==> src/rtl/alu_if.sv <==
// Operand, opcode and result bundle of the RV32I ALU.
// The datapath drives it as master; the ALU connects as slave.
interface alu_if;
    logic [31:0] A;
    logic [31:0] B;
    logic [3:0]  ALUOp;
    logic [31:0] ALURes;
    logic [31:0] ALUResQ;
    logic        Zero;
    logic        Neg;
    logic        Ovf;

    modport master (
        output A,
        output B,
        output ALUOp,
        input  ALURes,
        input  ALUResQ,
        input  Zero,
        input  Neg,
        input  Ovf
    );

    modport slave (
        input  A,
        input  B,
        input  ALUOp,
        output ALURes,
        output ALUResQ,
        output Zero,
        output Neg,
        output Ovf
    );
endinterface

==> src/rtl/alu.sv <==
// 32-bit RV32I ALU: combinational result plus a registered copy for the next cycle.
// Define ALU_FLAGS_EN to build the Zero/Neg/Ovf flag registers; otherwise they read 0.
module alu (
    input  logic  clk,
    input  logic  rst,
    alu_if.slave  bus
);
    typedef enum logic [3:0] {
        OP_ADD  = 4'b0000,
        OP_SLL  = 4'b0001,
        OP_SLT  = 4'b0010,
        OP_SLTU = 4'b0011,
        OP_XOR  = 4'b0100,
        OP_SRL  = 4'b0101,
        OP_OR   = 4'b0110,
        OP_AND  = 4'b0111,
        OP_SUB  = 4'b1000,
        OP_SRA  = 4'b1101
    } alu_op_t;

    logic [31:0] sum;
    logic [31:0] diff;
    logic [4:0]  shamt;
    logic [31:0] res;
    logic [31:0] res_q;

    assign sum   = bus.A + bus.B;
    assign diff  = bus.A - bus.B;
    assign shamt = bus.B[4:0];

    // Undefined opcodes fall through to the zero default.
    always_comb begin
        res = '0;
        case (alu_op_t'(bus.ALUOp))
            OP_ADD:  res = sum;
            OP_SUB:  res = diff;
            OP_SLL:  res = bus.A << shamt;
            OP_SLT:  res = {31'b0, $signed(bus.A) < $signed(bus.B)};
            OP_SLTU: res = {31'b0, bus.A < bus.B};
            OP_XOR:  res = bus.A ^ bus.B;
            OP_SRL:  res = bus.A >> shamt;
            OP_SRA:  res = $unsigned($signed(bus.A) >>> shamt);
            OP_OR:   res = bus.A | bus.B;
            OP_AND:  res = bus.A & bus.B;
            default: res = '0;
        endcase
    end

    always_ff @(posedge clk) begin
        if (rst) begin
            res_q <= '0;
        end else begin
            res_q <= res;
        end
    end

    assign bus.ALURes  = res;
    assign bus.ALUResQ = res_q;

`ifdef ALU_FLAGS_EN
    logic ovf;
    logic zero_q;
    logic neg_q;
    logic ovf_q;

    // Overflow only has meaning for ADD/SUB; every other opcode reports 0.
    always_comb begin
        ovf = 1'b0;
        case (bus.ALUOp)
            OP_ADD:  ovf = (bus.A[31] == bus.B[31]) && (sum[31] != bus.A[31]);
            OP_SUB:  ovf = (bus.A[31] != bus.B[31]) && (diff[31] != bus.A[31]);
            default: ovf = 1'b0;
        endcase
    end

    always_ff @(posedge clk) begin
        if (rst) begin
            zero_q <= 1'b0;
            neg_q  <= 1'b0;
            ovf_q  <= 1'b0;
        end else begin
            zero_q <= (res == 32'd0);
            neg_q  <= res[31];
            ovf_q  <= ovf;
        end
    end

    assign bus.Zero = zero_q;
    assign bus.Neg  = neg_q;
    assign bus.Ovf  = ovf_q;
`else
    assign bus.Zero = 1'b0;
    assign bus.Neg  = 1'b0;
    assign bus.Ovf  = 1'b0;
`endif
endmodule

==> src/flat_wrapper.sv <==
// flat-port wrapper written by rule: the top's interface ports become plain ports
module alu_flat 
  (clk, rst, bus_A, bus_B, bus_ALUOp, bus_ALURes, bus_ALUResQ, bus_Zero, bus_Neg, bus_Ovf);
  alu_if bus_i ();
  input  logic clk;
  input  logic rst;
  input wire logic [$bits(bus_i.A)-1:0] bus_A;
  input wire logic [$bits(bus_i.B)-1:0] bus_B;
  input wire logic [$bits(bus_i.ALUOp)-1:0] bus_ALUOp;
  output wire logic [$bits(bus_i.ALURes)-1:0] bus_ALURes;
  output wire logic [$bits(bus_i.ALUResQ)-1:0] bus_ALUResQ;
  output wire logic [$bits(bus_i.Zero)-1:0] bus_Zero;
  output wire logic [$bits(bus_i.Neg)-1:0] bus_Neg;
  output wire logic [$bits(bus_i.Ovf)-1:0] bus_Ovf;
  assign bus_i.A = bus_A;
  assign bus_i.B = bus_B;
  assign bus_i.ALUOp = bus_ALUOp;
  assign bus_ALURes = bus_i.ALURes;
  assign bus_ALUResQ = bus_i.ALUResQ;
  assign bus_Zero = bus_i.Zero;
  assign bus_Neg = bus_i.Neg;
  assign bus_Ovf = bus_i.Ovf;
  alu u_core (.clk(clk), .rst(rst), .bus(bus_i));
endmodule
==> config.mk <==
export PLATFORM = sky130hd
export DESIGN_NAME = alu_flat
export DESIGN_NICKNAME = d
export VERILOG_FILES = /design/src/rtl/alu_if.sv /design/src/rtl/alu.sv /design/src/flat_wrapper.sv
export SDC_FILE = /design/constraint.sdc
export NUM_CORES = 1
export LEC_CHECK = 0
export BUFFER_PORTS_ARGS = -buffer_cell sky130_fd_sc_hd__buf_2
export CORE_ASPECT_RATIO = 0.7
export CORE_MARGIN = 8
export CORE_UTILIZATION = 35
export CTS_CLUSTER_DIAMETER = 50
export DETAILED_ROUTE_END_ITERATION = 12
export PLACE_DENSITY = 0.63
export REMOVE_ABC_BUFFERS = 1
export SYNTH_ARGS = -nofsm -noshare
export SYNTH_HDL_FRONTEND = slang
export SYNTH_SLANG_ARGS = --single-unit
==> constraint.sdc <==
create_clock -name clk -period 3.7 [get_ports clk]
set_input_delay 0.185 -clock clk [delete_from_list [all_inputs] [get_ports clk]]
set_output_delay 0.185 -clock clk [all_outputs]
set_load 0.01 [all_outputs]
Word-level counts from Yosys, hierarchy flattened
Index checks and enable logic that the tools add are counted.
- add/sub/neg operators: 2
- magnitude comparators: 2
- equality and inequality tests: 9
- shift operators: 3
- muxes and demuxes: 1
- bitwise gates (word level): 3
- reductions and logical operators: 1
- operators with widths (kind ; number):
    32-bit case mux with 10 select lines ; 1
    32-bit less-than comparator ; 2
    32-bit adder ; 1
    32-bit bitwise AND ; 1
    32-bit OR ; 1
    32-bit by 5-bit << shifter with 32-bit output ; 1
    32-bit by 5-bit >> shifter with 32-bit output ; 1
    32-bit by 5-bit >>> shifter with 32-bit output ; 1
    32-bit subtractor ; 1
    32-bit bitwise XOR ; 1
    4-bit by 3-bit equality test with 1-bit output, second input constant ; 4
    4-bit by 2-bit equality test with 1-bit output, second input constant ; 2
    4-bit equality test, second input constant ; 2
    4-bit by 1-bit equality test with 1-bit output, second input constant ; 1
    4-bit logical NOT ; 1
- flip-flop bits (word level): 32
- input port bits: 70
- output and inout bits: 67
- word-level logic and storage cells: 22

Longest topological paths before layout
- depth after elaboration: 2
- mapped depth: 16
- depth with buffers taken out: 12

Worst setup path after synthesis
Ideal clock, no wire load.
- path kind: input-to-output
- start point: input port bus_B[2]
- end point: output port bus_ALURes[30]
- arrival time: 3.705 ns
- required time: 3.515 ns
- slack: -0.190 ns
- stages on the path: 16
- path buffers: 5
- path through: buf_2 > inv_2 > buf_2 > buf_1 > buf_2 > ha_1 > buf_2 > nor2b_1 > o2111ai_1 > nor3b_1 > o31a_1 > o31a_1 > nor2_1 > a311oi_1 > a2111oi_0 > a21oi_1
- cells in the longest elaborated chain, start to end: 2
- elaborated cells on any way between the ends: 6
- those cells by class: add/sub: 2; shift: 3; mux: 1
- ends and longest elaborated chain (element ; RTL line ; text):
    from (decl) ; flat_wrapper.sv:8 ; input wire logic [$bits(bus_i.B)-1:0] bus_B;
    32-bit subtractor, or another cell as far along ; alu.sv:28 ; assign diff = bus.A - bus.B;
    32-bit case mux with 10 select lines * ; alu.sv:34 ; case (alu_op_t'(bus.ALUOp))
    to (decl) ; flat_wrapper.sv:10 ; output wire logic [$bits(bus_i.ALURes)-1:0] bus_ALURes;
Every way passes the cells marked *; elsewhere a longest branch is shown, timed or not.

Worst setup path in the final report
- start point: input port bus_B[0]
- end point: output port bus_ALURes[30]
The elaborated chain is that of the path after synthesis.

==> metrics.txt <==
Final Core Density 41.10%; max-cap violations 0; grt ovf 0; # diodes 0; CTS root buffer clkbuf_16; average wire per standard cell ~25 um; Yosys Warn Count 0; Netlist cell types about 80; worst-path fanout max 3; Worst Setup End Kind output port; post-layout net count 1660; Post-Synth Adder-Cell Area 13.02%; Cell Area, Synth ~0.01 mm2; Final Setup Violations 0; Levels on crit path 15; RSZ-0062 raised after global routing no; CP arrival 3.39 ns; Iter 0 DRT Violations between 1.5k and 2k; Avg Cell Area, Syn slightly above 7 um2; vias in the first global route about 11k; dpl hpwl ~37000 um; setup_tns 0 ns; Worst Tran Pin Value around 0.98 ns; PD cells 231.3 mW/mm2; Post-Route WL between 40000 and 50000 um; mux share of post-synthesis cell area about a fifth; DRC 0; Leak 5.051 nW; Rel. slew slack about a third; fraction of layout cells with a size suffix above 1 21.73%; first-pass GRT wire length between 70000 and 80000 um; TritonCTS buffer count 5; main combinational cell family by area after synthesis compound AO/OA/AOI/OAI gates; post-synthesis compound-gate area fraction a little under a third; Via density between 6 and 7; status completed; fin crit share a little over nine tenths; max reg flops 32; largest net degree at the start of global routing between 70 and 80; CTS tree yes; number of hold-slack violations in the final timing report 0; CP Class primary input to output port; Routed Antenna Nets 0; delay-heaviest family, CP compound AO/OA/AOI/OAI gates; EDFF count, synth 0; chip height 155.4 um; post-synthesis async set-or-reset flop share 0%; crit start category primary input; clk buf depth 2; clk sinks 32; Synth Area in XOR/XNOR less than 1%; Core Area ~0.028 mm2; Synth Area in Simple Gates a little over a fifth; area delta synth->final 16.54%; Tightest Hold Check Type primary input to flip-flop; gpl congestion 1.003; initial antenna violation count 0; Buf+Inv Stages, Crit Path 4; total global-route track usage between 20% and 30%; Synth Flop Type dfxtp_1; H-tree depth 2; Cell Rows a little over 50; CTS clk-pin slew, worst paths about 0.060 ns; fillers around 3k; max frequency 279.5 MHz; crit path from bus_B[0]; Pre-antenna DRT Iters 6; die width 215.2 um; Via Count between 10k and 15k; Tmin final approximately 3.6 ns; Worst path slowest cell fa_1; die area around 0.033 mm2; I/O pin cnt between 100 and 150; worst vdd ir between 0.0001 and 0.00015 V; post-synthesis sequential area ratio between 6 and 7%; worst-path cell chain buf_4, ha_1, inv_1, fa_1, nor2b_2, o2111ai_1, nor3b_2, o31a_1, o31a_1, nor2_2, a311oi_1, a2111oi_1, buf_4, a21oi_1, buf_2; Worst Setup EP bus_ALURes[30]; initial core utilization a little over a third; pins over their slew limit 0; slowest stage delay, CP between 0.4 and 0.5 ns; Port Buffers roughly 130; Syn Inst Count about 1.4k; FF+latch count, synth 32; WP data required approximately 3.5 ns
## cell families after synthesis
logic type | after synthesis
AOI/OAI and AO/OA | 449
muxes | 103
other | 1
and+or+nand+nor | 451
buffers and inverters | 211
xor gates and xnor gates | 10
adders and majority gates | 100
DFF | 32
## metrics by stage
| stage | instance area (um2) | worst slack [ns] | hold slack [ns] | total power [W] | std cells |
|---|---|---|---|---|---|
| 2_1_floorplan | 9243 | 0.3585 | 0.2541 | 0.001354 | 1253 |
| 3_3_place_gp | 11150 | 0.04928 | 0.5828 | 0.002073 | 1854 |
| 3_5_place_dp | 11150 | 0.05816 | 0.5805 | 0.002077 | 1854 |
| 4_1_cts | 11300 | 0.02494 | 0.3157 | 0.002578 | 1862 |
| 5_1_grt | 11330 | 0.008295 | 0.3417 | 0.002769 | 1862 |
| 6_report | 11330 | 0.1228 | 0.3310 | 0.002620 | 1862 |
## repair_timing
item,CTS,global route
hold buffers,0,0
setup endpoints to repair,0,7
buffers inserted,0,0
resized for setup,0,10
## cell usage after synthesis, types with 16 or more instances
library cell / count / area [um2]
a211oi_1: 19 / 142.6
a21oi_1: 129 / 645.6
a31oi_1: 19 / 118.9
and2_1: 28 / 175.2
clkbuf_1: 68 / 255.2
dfxtp_1: 32 / 640.6
ha_1: 98 / 1226
inv_1: 101 / 379.1
mux2i_1: 32 / 320.3
mux4_2: 66 / 1486
nand2_1: 126 / 473.0
nand3_1: 27 / 135.1
nor2_1: 165 / 619.3
nor3_1: 29 / 145.1
o211ai_1: 19 / 142.6
o21ai_0: 77 / 385.4
o21ai_1: 22 / 110.1
or3_1: 16 / 100.1
## final cells by class
| cell class | instances | area (um2) | share of cell area (%) |
|---|---|---|---|
| clock buffer | 6 | 138.9 | 1.226 |
| clock inverter | 2 | 10.01 | 0.08835 |
| inverter | 105 | 394.1 | 3.479 |
| multi-input combinational | 1116 | 8244 | 72.77 |
| sequential | 32 | 640.6 | 5.654 |
| tap | 371 | 464.2 | 4.097 |
| timing repair buffer | 230 | 1438 | 12.69 |
## routing by layer
layer	global-route usage, %	share of wire [%]	vias up
met5	0	0	-
met4	7.147	2.6	0
met3	9.020	14	88
met2	37.12	39	884
met1	39.71	44	5644
li1	-	-	5279
## layout by cell type, fill, tap and decap left out, drive strengths merged, types with 5 or more instances in the layout
cell / Yosys / final
inv: 104 / 104
ha: 98 / 98
nand2: 126 / 126
nor2b: 9 / 9
nand4: 15 / 15
o31ai: 8 / 8
buf: 38 / 230
nor4: 9 / 9
mux4: 67 / 67
o31a: 11 / 11
a211o: 5 / 5
nand2b: 10 / 10
a22oi: 11 / 11
o2111ai: 5 / 5
o21bai: 10 / 10
clkbuf: 68 / 6
o21ai: 99 / 99
or3: 16 / 16
a221oi: 13 / 13
a2111oi: 5 / 5
o211ai: 19 / 19
nand3: 27 / 27
a31oi: 19 / 19
nor2: 165 / 165
a21o: 15 / 15
xnor2: 6 / 6
a21oi: 129 / 129
mux2i: 32 / 32
dfxtp: 32 / 32
o22ai: 14 / 14
nor3: 29 / 29
a211oi: 19 / 19
and2: 28 / 28
a21boi: 5 / 5
o221ai: 11 / 11
a221o: 7 / 7
## worst min-delay path by stage
stage / endpoint / depth (start not counted) / start / slack (ns)
after detailed placement: bus_ALUResQ[12] / 1 / u_core.bus.ALUResQ[12] / 0.58
after CTS: u_core.bus.ALUResQ[22] / 2 / rst / 0.32
final: u_core.bus.ALUResQ[22] / 2 / rst / 0.33
after floorplan: u_core.bus.ALUResQ[13] / 1 / rst / 0.25
after global placement: bus_ALUResQ[25] / 1 / u_core.bus.ALUResQ[25] / 0.58
after global routing: u_core.bus.ALUResQ[22] / 2 / rst / 0.34
## report_power, final
part	internal (W)	switching, W	leakage, nW	total, W
clock	0.000267	0.000217	0.0766	0.000485
sequential	0.000378	0.00000678	0.265	0.000384
combinational	0.000666	0.00109	4.71	0.00175
(Power assumes the default switching activity.)
